### src/rtl/computation_control_pkg.sv
// Shared types and widths for the computation-control sequencer.
// Holds the FSM state set and the per-array control word.
package computation_control_pkg;

  localparam int MAX_KERNEL_STEPS = 4;
  localparam int BANK_DEPTH       = 8;
  localparam int MAX_COLUMNS      = 256;

  localparam int KSW = $clog2(MAX_KERNEL_STEPS);
  localparam int AW  = $clog2(BANK_DEPTH);
  localparam int CW  = $clog2(MAX_COLUMNS);

  typedef enum logic [1:0] {
    ST_IDLE    = 2'd0,
    ST_COMPUTE = 2'd1,
    ST_SHIFT   = 2'd2,
    ST_DRAIN   = 2'd3
  } seq_state_e;

  typedef struct packed {
    logic [KSW-1:0] kernel_step_index;
    logic [AW-1:0]  weight_memory_address;
    logic           reset_accumulators;
    logic           shift_partial_result;
    logic [KSW-1:0] shift_output_steps_counter;
    logic           column_is_last;
  } control_word_t;

endpackage

### src/rtl/computation_control_if.sv
// Scheduler-side request/config plus per-array control fan-out.
// The sequencer owns the master modport.
interface computation_control_if
  import computation_control_pkg::*;
#(
  parameter int NUMBER_OF_PE_ARRAYS_PER_ROW = 32
);

  localparam int N = NUMBER_OF_PE_ARRAYS_PER_ROW;

  logic           start;
  logic [KSW-1:0] cfg_kernel_steps_minus_one;
  logic [CW-1:0]  cfg_columns_minus_one;
  logic [AW-1:0]  cfg_weight_base_address;

  logic [KSW-1:0] kernel_step_index [N];
  logic [AW-1:0]  weight_memory_address [N];
  logic           reset_accumulators [N];
  logic           shift_partial_result [N];
  logic [KSW-1:0] shift_output_steps_counter [N];

  logic shift_output_steps_counter_finished_flag;
  logic last_column_finished;
  logic delayed_shift_partial_result_flag;
  logic busy;
  logic done;

  modport master (
    input  start,
    input  cfg_kernel_steps_minus_one,
    input  cfg_columns_minus_one,
    input  cfg_weight_base_address,
    output kernel_step_index,
    output weight_memory_address,
    output reset_accumulators,
    output shift_partial_result,
    output shift_output_steps_counter,
    output shift_output_steps_counter_finished_flag,
    output last_column_finished,
    output delayed_shift_partial_result_flag,
    output busy,
    output done
  );

  modport slave (
    output start,
    output cfg_kernel_steps_minus_one,
    output cfg_columns_minus_one,
    output cfg_weight_base_address,
    input  kernel_step_index,
    input  weight_memory_address,
    input  reset_accumulators,
    input  shift_partial_result,
    input  shift_output_steps_counter,
    input  shift_output_steps_counter_finished_flag,
    input  last_column_finished,
    input  delayed_shift_partial_result_flag,
    input  busy,
    input  done
  );

endinterface

### src/rtl/computation_control_sequencer_skew.sv
// Systolic skew chain: stage i carries the array-0 control word
// delayed by i cycles; clears synchronously on resetn low.
module control_skew_pipeline
  import computation_control_pkg::*;
#(
  parameter int N = 32
) (
  input  logic          clk,
  input  logic          resetn,
  input  control_word_t word_in,
  output control_word_t word_out [N]
);

  for (genvar i = 0; i < N; i++) begin : g_stage
    if (i == 0) begin : g_head
      always_ff @(posedge clk) begin
        if (!resetn) word_out[i] <= '0;
        else         word_out[i] <= word_in;
      end
    end else begin : g_tail
      always_ff @(posedge clk) begin
        if (!resetn) word_out[i] <= '0;
        else         word_out[i] <= word_out[i-1];
      end
    end
  end

endmodule

### src/rtl/computation_control_sequencer.sv
// Per-column kernel/shift sequencer for a row of PE arrays.
// The array-0 word is built from next-state so it lands registered.
module computation_control_sequencer
  import computation_control_pkg::*;
#(
  parameter int NUMBER_OF_PE_ARRAYS_PER_ROW          = 32,
  parameter int SUPPORTED_MAX_NUMBER_OF_KERNEL_STEPS = 4,
  parameter int WEIGHT_BANK_DEPTH                    = 8,
  parameter int SUPPORTED_MAX_NUMBER_OF_COLUMNS      = 256
) (
  input logic                  clk,
  input logic                  resetn,
  computation_control_if.master ctl
);

  localparam int N = NUMBER_OF_PE_ARRAYS_PER_ROW;
  localparam int KERNEL_STEPS_COUNTER_BIT_WIDTH =
    $clog2(SUPPORTED_MAX_NUMBER_OF_KERNEL_STEPS);
  localparam int KW  = KERNEL_STEPS_COUNTER_BIT_WIDTH;
  localparam int AWL = $clog2(WEIGHT_BANK_DEPTH);
  localparam int CWL = $clog2(SUPPORTED_MAX_NUMBER_OF_COLUMNS);
  localparam int DCW = (N > 1) ? $clog2(N) : 1;

  localparam logic [1:0] IDLE    = ST_IDLE;
  localparam logic [1:0] COMPUTE = ST_COMPUTE;
  localparam logic [1:0] SHIFT   = ST_SHIFT;
  localparam logic [1:0] DRAIN   = ST_DRAIN;

  logic [1:0]     state_q, state_d;
  logic [KW-1:0]  step_q, step_d;
  logic [CWL-1:0] col_q, col_d;
  logic [DCW-1:0] drain_q, drain_d;
  logic [KW-1:0]  k_q, k_d;
  logic [CWL-1:0] c_q, c_d;
  logic [AWL-1:0] base_q, base_d;
  logic           done_q, done_d;
  logic           dly_q;

  control_word_t  word_d;
  control_word_t  word [N];

  // One step counter serves both the kernel and shift phases.
  always_comb begin
    state_d = state_q;
    step_d  = step_q;
    col_d   = col_q;
    drain_d = drain_q;
    k_d     = k_q;
    c_d     = c_q;
    base_d  = base_q;
    done_d  = 1'b0;
    unique case (state_q)
      IDLE: begin
        if (ctl.start) begin
          state_d = COMPUTE;
          step_d  = '0;
          col_d   = '0;
          k_d     = ctl.cfg_kernel_steps_minus_one;
          c_d     = ctl.cfg_columns_minus_one;
          base_d  = ctl.cfg_weight_base_address;
        end
      end
      COMPUTE: begin
        if (step_q == k_q) begin
          state_d = SHIFT;
          step_d  = '0;
        end else begin
          step_d = step_q + 1'b1;
        end
      end
      SHIFT: begin
        if (step_q == k_q) begin
          step_d = '0;
          if (col_q != c_q) begin
            col_d   = col_q + 1'b1;
            state_d = COMPUTE;
          end else if (N == 1) begin
            state_d = IDLE;
            done_d  = 1'b1;
          end else begin
            state_d = DRAIN;
            drain_d = '0;
          end
        end else begin
          step_d = step_q + 1'b1;
        end
      end
      DRAIN: begin
        if (drain_q == DCW'(N - 2)) begin
          state_d = IDLE;
          done_d  = 1'b1;
        end else begin
          drain_d = drain_q + 1'b1;
        end
      end
      default: state_d = IDLE;
    endcase
  end

  always_comb begin
    word_d = '0;
    if (state_d == COMPUTE) begin
      word_d.kernel_step_index     = step_d;
      word_d.weight_memory_address = base_d + AWL'(step_d);
      word_d.reset_accumulators    = (step_d == '0);
      word_d.column_is_last        = (col_d == c_d);
    end else if (state_d == SHIFT) begin
      word_d.shift_partial_result       = 1'b1;
      word_d.shift_output_steps_counter = step_d;
      word_d.column_is_last             = (col_d == c_d);
    end
  end

  always_ff @(posedge clk) begin
    if (!resetn) begin
      state_q <= IDLE;
      step_q  <= '0;
      col_q   <= '0;
      drain_q <= '0;
      k_q     <= '0;
      c_q     <= '0;
      base_q  <= '0;
      done_q  <= 1'b0;
      dly_q   <= 1'b0;
    end else begin
      state_q <= state_d;
      step_q  <= step_d;
      col_q   <= col_d;
      drain_q <= drain_d;
      k_q     <= k_d;
      c_q     <= c_d;
      base_q  <= base_d;
      done_q  <= done_d;
      dly_q   <= word[0].shift_partial_result;
    end
  end

  control_skew_pipeline #(
    .N(N)
  ) u_skew (
    .clk     (clk),
    .resetn  (resetn),
    .word_in (word_d),
    .word_out(word)
  );

  for (genvar i = 0; i < N; i++) begin : g_fan
    assign ctl.kernel_step_index[i]          = word[i].kernel_step_index;
    assign ctl.weight_memory_address[i]      = word[i].weight_memory_address;
    assign ctl.reset_accumulators[i]         = word[i].reset_accumulators;
    assign ctl.shift_partial_result[i]       = word[i].shift_partial_result;
    assign ctl.shift_output_steps_counter[i] =
      word[i].shift_output_steps_counter;
  end

  assign ctl.shift_output_steps_counter_finished_flag =
    word[N-1].shift_partial_result &&
    (word[N-1].shift_output_steps_counter == k_q);
  assign ctl.last_column_finished =
    ctl.shift_output_steps_counter_finished_flag &&
    word[N-1].column_is_last;
  assign ctl.delayed_shift_partial_result_flag = dly_q;
  assign ctl.busy = (state_q != IDLE);
  assign ctl.done = done_q;

endmodule

### src/flat_wrapper.sv
// flat-port wrapper written by rule: the top's interface ports become plain ports
module computation_control_sequencer_flat import computation_control_pkg::*;
#(
  parameter int NUMBER_OF_PE_ARRAYS_PER_ROW          = 32,
  parameter int SUPPORTED_MAX_NUMBER_OF_KERNEL_STEPS = 4,
  parameter int WEIGHT_BANK_DEPTH                    = 8,
  parameter int SUPPORTED_MAX_NUMBER_OF_COLUMNS      = 256
)
  (clk, resetn, ctl_start, ctl_cfg_kernel_steps_minus_one, ctl_cfg_columns_minus_one, ctl_cfg_weight_base_address, ctl_kernel_step_index, ctl_weight_memory_address, ctl_reset_accumulators, ctl_shift_partial_result, ctl_shift_output_steps_counter, ctl_shift_output_steps_counter_finished_flag, ctl_last_column_finished, ctl_delayed_shift_partial_result_flag, ctl_busy, ctl_done);
  computation_control_if #(.NUMBER_OF_PE_ARRAYS_PER_ROW(NUMBER_OF_PE_ARRAYS_PER_ROW)) ctl_i ();
  input logic clk;
  input logic resetn;
  input wire logic [$bits(ctl_i.start)-1:0] ctl_start;
  input wire logic [$bits(ctl_i.cfg_kernel_steps_minus_one)-1:0] ctl_cfg_kernel_steps_minus_one;
  input wire logic [$bits(ctl_i.cfg_columns_minus_one)-1:0] ctl_cfg_columns_minus_one;
  input wire logic [$bits(ctl_i.cfg_weight_base_address)-1:0] ctl_cfg_weight_base_address;
  output wire logic [$bits(ctl_i.kernel_step_index)-1:0] ctl_kernel_step_index;
  output wire logic [$bits(ctl_i.weight_memory_address)-1:0] ctl_weight_memory_address;
  output wire logic [$bits(ctl_i.reset_accumulators)-1:0] ctl_reset_accumulators;
  output wire logic [$bits(ctl_i.shift_partial_result)-1:0] ctl_shift_partial_result;
  output wire logic [$bits(ctl_i.shift_output_steps_counter)-1:0] ctl_shift_output_steps_counter;
  output wire logic [$bits(ctl_i.shift_output_steps_counter_finished_flag)-1:0] ctl_shift_output_steps_counter_finished_flag;
  output wire logic [$bits(ctl_i.last_column_finished)-1:0] ctl_last_column_finished;
  output wire logic [$bits(ctl_i.delayed_shift_partial_result_flag)-1:0] ctl_delayed_shift_partial_result_flag;
  output wire logic [$bits(ctl_i.busy)-1:0] ctl_busy;
  output wire logic [$bits(ctl_i.done)-1:0] ctl_done;
  assign ctl_i.start = ctl_start;
  assign ctl_i.cfg_kernel_steps_minus_one = ctl_cfg_kernel_steps_minus_one;
  assign ctl_i.cfg_columns_minus_one = ctl_cfg_columns_minus_one;
  assign ctl_i.cfg_weight_base_address = ctl_cfg_weight_base_address;
  assign ctl_kernel_step_index = {>>{ctl_i.kernel_step_index}};
  assign ctl_weight_memory_address = {>>{ctl_i.weight_memory_address}};
  assign ctl_reset_accumulators = {>>{ctl_i.reset_accumulators}};
  assign ctl_shift_partial_result = {>>{ctl_i.shift_partial_result}};
  assign ctl_shift_output_steps_counter = {>>{ctl_i.shift_output_steps_counter}};
  assign ctl_shift_output_steps_counter_finished_flag = ctl_i.shift_output_steps_counter_finished_flag;
  assign ctl_last_column_finished = ctl_i.last_column_finished;
  assign ctl_delayed_shift_partial_result_flag = ctl_i.delayed_shift_partial_result_flag;
  assign ctl_busy = ctl_i.busy;
  assign ctl_done = ctl_i.done;
  computation_control_sequencer #(.NUMBER_OF_PE_ARRAYS_PER_ROW(NUMBER_OF_PE_ARRAYS_PER_ROW), .SUPPORTED_MAX_NUMBER_OF_KERNEL_STEPS(SUPPORTED_MAX_NUMBER_OF_KERNEL_STEPS), .WEIGHT_BANK_DEPTH(WEIGHT_BANK_DEPTH), .SUPPORTED_MAX_NUMBER_OF_COLUMNS(SUPPORTED_MAX_NUMBER_OF_COLUMNS)) u_core (.clk(clk), .resetn(resetn), .ctl(ctl_i));
endmodule
### config.mk
export PLATFORM = sky130hd
export DESIGN_NAME = computation_control_sequencer_flat
export DESIGN_NICKNAME = d
export VERILOG_FILES = /design/src/rtl/computation_control_pkg.sv /design/src/rtl/computation_control_if.sv /design/src/rtl/computation_control_sequencer_skew.sv /design/src/rtl/computation_control_sequencer.sv /design/src/flat_wrapper.sv
export SDC_FILE = /design/constraint.sdc
export NUM_CORES = 1
export LEC_CHECK = 0
export CORE_AREA = 2 2 209 211
export CTS_BUF_LIST = sky130_fd_sc_hd__clkbuf_8
export CTS_CLUSTER_DIAMETER = 30
export CTS_CLUSTER_SIZE = 20
export DETAILED_ROUTE_END_ITERATION = 6
export DIE_AREA = 0 0 211 213
export GPL_ROUTABILITY_DRIVEN = 0
export PLACE_DENSITY = 0.54
export SYNTH_ARGS = -nofsm -noshare
export SYNTH_HDL_FRONTEND = slang
export SYNTH_SLANG_ARGS = --single-unit
### constraint.sdc
create_clock -name clk -period 2.3 [get_ports clk]
set_input_delay 0.46 -clock clk [delete_from_list [all_inputs] [get_ports clk]]
set_output_delay 0.46 -clock clk [all_outputs]
set_load 0.01 [all_outputs]
==> results.py <==
metrics = {
    "clocking": {
        "cts_sinks": 351,
        "cts.htree.levels": 3,
        "postCtsHoldBufs": 0,
        "insertion_delay_ns": 0.63,
        "path_clk_slew_ns": 0.06,
        "cts_root_buffer": "clkbuf_8",
        "clockBufferDepth": 3,
        "cts_tree": "yes",
        "cts_buffers": 83,
    },
    "logic_synthesis": {
        "syn-cell-area_um2": 12720,
        "synthDistinctLibCells": 57,
        "synth_top_family_by_area": "simple AND/OR/NAND/NOR gates",
        "yosysWarnings": 0,
        "ys.flop_type": "dfxtp_1",
        "synthXorXnorAreaFrac_pct": 1.564,
        "ys_seq_elements": 351,
        "syn_inst": 1191,
        "synth_compound_area_share_pct": 2.616,
        "ys_seq_area_share_pct": 55.23,
        "syn_area_per_cell_um2": 10.68,
        "synth-simple-area-share_pct": 19.77,
        "synth.mux.area_fraction_pct": 1.220,
        "async_flop_share_pct": 0,
        "mappedNetlistNets": 1216,
        "synth_edf_count": 0,
        "synthAdderAreaFrac_pct": 0.9441,
    },
    "grt": {
        "overflow": 0,
        "grt_pass1_wl_mm": 40.88,
        "gr-usage-all-layers_pct": 11.86,
        "antenna_found_initial": 0,
        "grt_max_degree": 114,
        "grt_pass1_vias": 7534,
    },
    "timing": {
        "fmax_mhz": 461.6,
        "worstMarginPinSlew_ns": 0.4865,
        "relSlewSlack_pct": 67.29,
        "hold_violations": 0,
        "setup_violations": 0,
        "layout_min_cycle_time_ns": 2.166,
        "fin_crit_sh_pct": 94.19,
        "maxSlewViolCount": 0,
        "fin_skew_ns": 0.03545,
        "hold-worst-slack_ns": 0.2638,
        "fin_setup_tns_ns": 0,
        "layout_setup_ws_ns": 0.1337,
    },
    "routing": {
        "routedWlPerCell_um": 14.05,
        "drt_wl_total_mm": 26.66,
        "antenna_left": 0,
        "first_pass_iters": 6,
        "viasPerCell": 3.886,
        "vias": 7375,
        "drtIter0Drc": 321,
        "drcViolationCount": 0,
    },
    "final_layout": {
        "drive_gt1_share_pct": 16.43,
        "regArea_um2": 7039,
        "fill_cells": 4169,
        "final_area_um2": 16430,
        "nets": 1314,
        "multi_input_area_um2": 3491,
        "areaGrowthSynthToFinish_pct": 29.13,
    },
    "pwr": {
        "vdd_drop_max_mv": 0.5008,
        "powerDensity_nw_per_um2": 861.1,
        "power_mw": 14.15,
        "leakage_nw": 6.543,
    },
    "worst_setup_path": {
        "cp_max_fo": 6,
        "cp-end-kind": "flop",
        "crit_required_ns": 2.82,
        "critical_path_class": "flop to flop",
        "crit_arrival_ns": 2.69,
        "start_kind": "flop",
    },
    "placed_design": {
        "place_ws_ns": -0.2174,
        "post-dp-hpwl_mm": 18.63,
        "portBuffers": 308,
        "place_area_um2": 14460,
    },
    "floorplanning": {
        "fp.coreArea_um2": 42700,
        "die_width_um": 211,
        "rows": 76,
        "die-area_um2": 44940,
        "initial_core_util_pct": 29.80,
        "die_h_um": 213,
        "io_pins": 309,
    },
    "run": {
        "maxCapViolCount": 0,
    },
    "outcome": {
        "outcome": "complete, no violations",
    },
    "worst_hold_path": {
        "hold_class": "input pin to flop",
    },
}
==> report_power, final <==
part / internal (mW) / total [mW] / leakage [nW] / switching, mW
registers: 6.13 / 6.17 / 2.83 / 0.0354
clock network: 4.51 / 7.39 / 0.938 / 2.88
logic: 0.277 / 0.584 / 2.77 / 0.307
total: 10.9 / 14.1 / 6.54 / 3.22
==> layout make-up <==
class                           count  share of cell area, %
Tap cell                          546                  4.158
Clock inverter                     51                  2.658
Sequential cell                   351                  42.85
Clock buffer                       96                  8.043
Inverter                            9                 0.2056
Timing Repair Buffer              346                  20.82
Multi-Input combinational cell    498                  21.25
Antenna cell                        1                0.01523
==> final timing paths <==
path | start | end | slack (ns) | cells past startpoint
worst max-delay path | u_core.state_q[0] | u_core.u_skew.word_out[310] | 0.13 | 12
worst min-delay path | resetn | u_core.col_q[6] | 0.26 | 2
worst max register to register | u_core.state_q[0] | u_core.u_skew.word_out[310] | 0.13 | 12
worst min register to register | u_core.u_skew.word_out[260] | u_core.u_skew.word_out[250] | 0.41 | 1
==> cell usage in the layout, fill, tap and decap left out, drive strengths merged, types with 6 or more instances in the layout <==
| cell type | n |
|---|---|
| bufinv | 6 |
| clkdlybuf4s50 | 304 |
| ha | 8 |
| buf | 40 |
| nand2 | 24 |
| nor2b | 15 |
| and2 | 326 |
| clkinv | 17 |
| nor2 | 9 |
| mux2i | 11 |
| inv | 27 |
| o21ai | 7 |
| dfxtp | 351 |
| and3 | 7 |
| clkbuf | 96 |
| a21oi | 7 |
| clkinvlp | 10 |
| xor2 | 16 |
==> per-layer routing <==
| metal | global-route usage, % | part of all wire [%] | vias up |
|---|---|---|---|
| met1 | 13.91 | 43 | 3402 |
| met2 | 18.01 | 45 | 250 |
| met3 | 5.854 | 8.8 | 63 |
| met5 | 0 | 0 | - |
| li1 | - | - | 3660 |
| met4 | 5.731 | 2.8 | 0 |
==> registers in the layout, indices dropped and copies added (netlist names) <==
signal and count:
u_core.state_q 2, u_core.ctl.done 1, u_core.drain_q 5, u_core.ctl.delayed_shift_partial_result_flag 1
u_core.col_q 8, u_core.step_q 2, u_core.k_q 2, u_core.u_skew.word_out 319
u_core.base_q 3, u_core.c_q 8
==> kinds of logic after synthesis <==
logic type,count (synthesis)
AO/OA/AOI/OAI,44
XOR/XNOR,21
adder cells (fa/ha/maj),9
buffers and inverters,342
flip-flops,351
multiplexers,15
AND/OR/NAND/NOR,409
==> cells in the mapped netlist (all sizes together), types with 3 or more instances <==
library cell	number	area share, %
dfxtp	351	55
and2	326	16
buf	291	17
clkbuf	42	1.2
nand2	24	0.73
xor2	16	1.2
nor2b	15	0.74
mux2i	11	0.87
inv	9	0.27
nor2	9	0.27
ha	8	0.79
a21oi	7	0.33
and3	7	0.36
o21ai	7	0.28
nand4	5	0.25
nor4	5	0.39
xnor2	5	0.34
mux2	4	0.35
nand3	4	0.20
nor3	4	0.16
o211ai	4	0.28
a2111o	3	0.27
a211oi	3	0.18
a21boi	3	0.18
==> metrics by stage <==
step                instances  util, %
floorplan                1191        -
global placement         1747    33.87
detailed placement       1747    33.87
CTS                      1895    38.09
global route             1897    38.47
finish                   1898    38.48
==> worst max-delay path, cell delays in order (launching register included) <==
cell	delay [ns]
dfxtp_2	0.36
inv_1	0.09
ha_4	0.16
buf_4	0.15
buf_4	0.14
a21oi_1	0.15
buf_4	0.15
buf_4	0.12
nand2_1	0.05
o211ai_1	0.13
xor2_1	0.17
o21ai_1	0.11
nor4_2	0.27
==> timing repair <==
item                                    in CTS  in global routing
resized for setup                           17                 28
pin swaps                                    2                  4
buffers inserted                             1                  2
endpoints found under the setup margin       4                  6
Power figures use the tool's default switching activity.
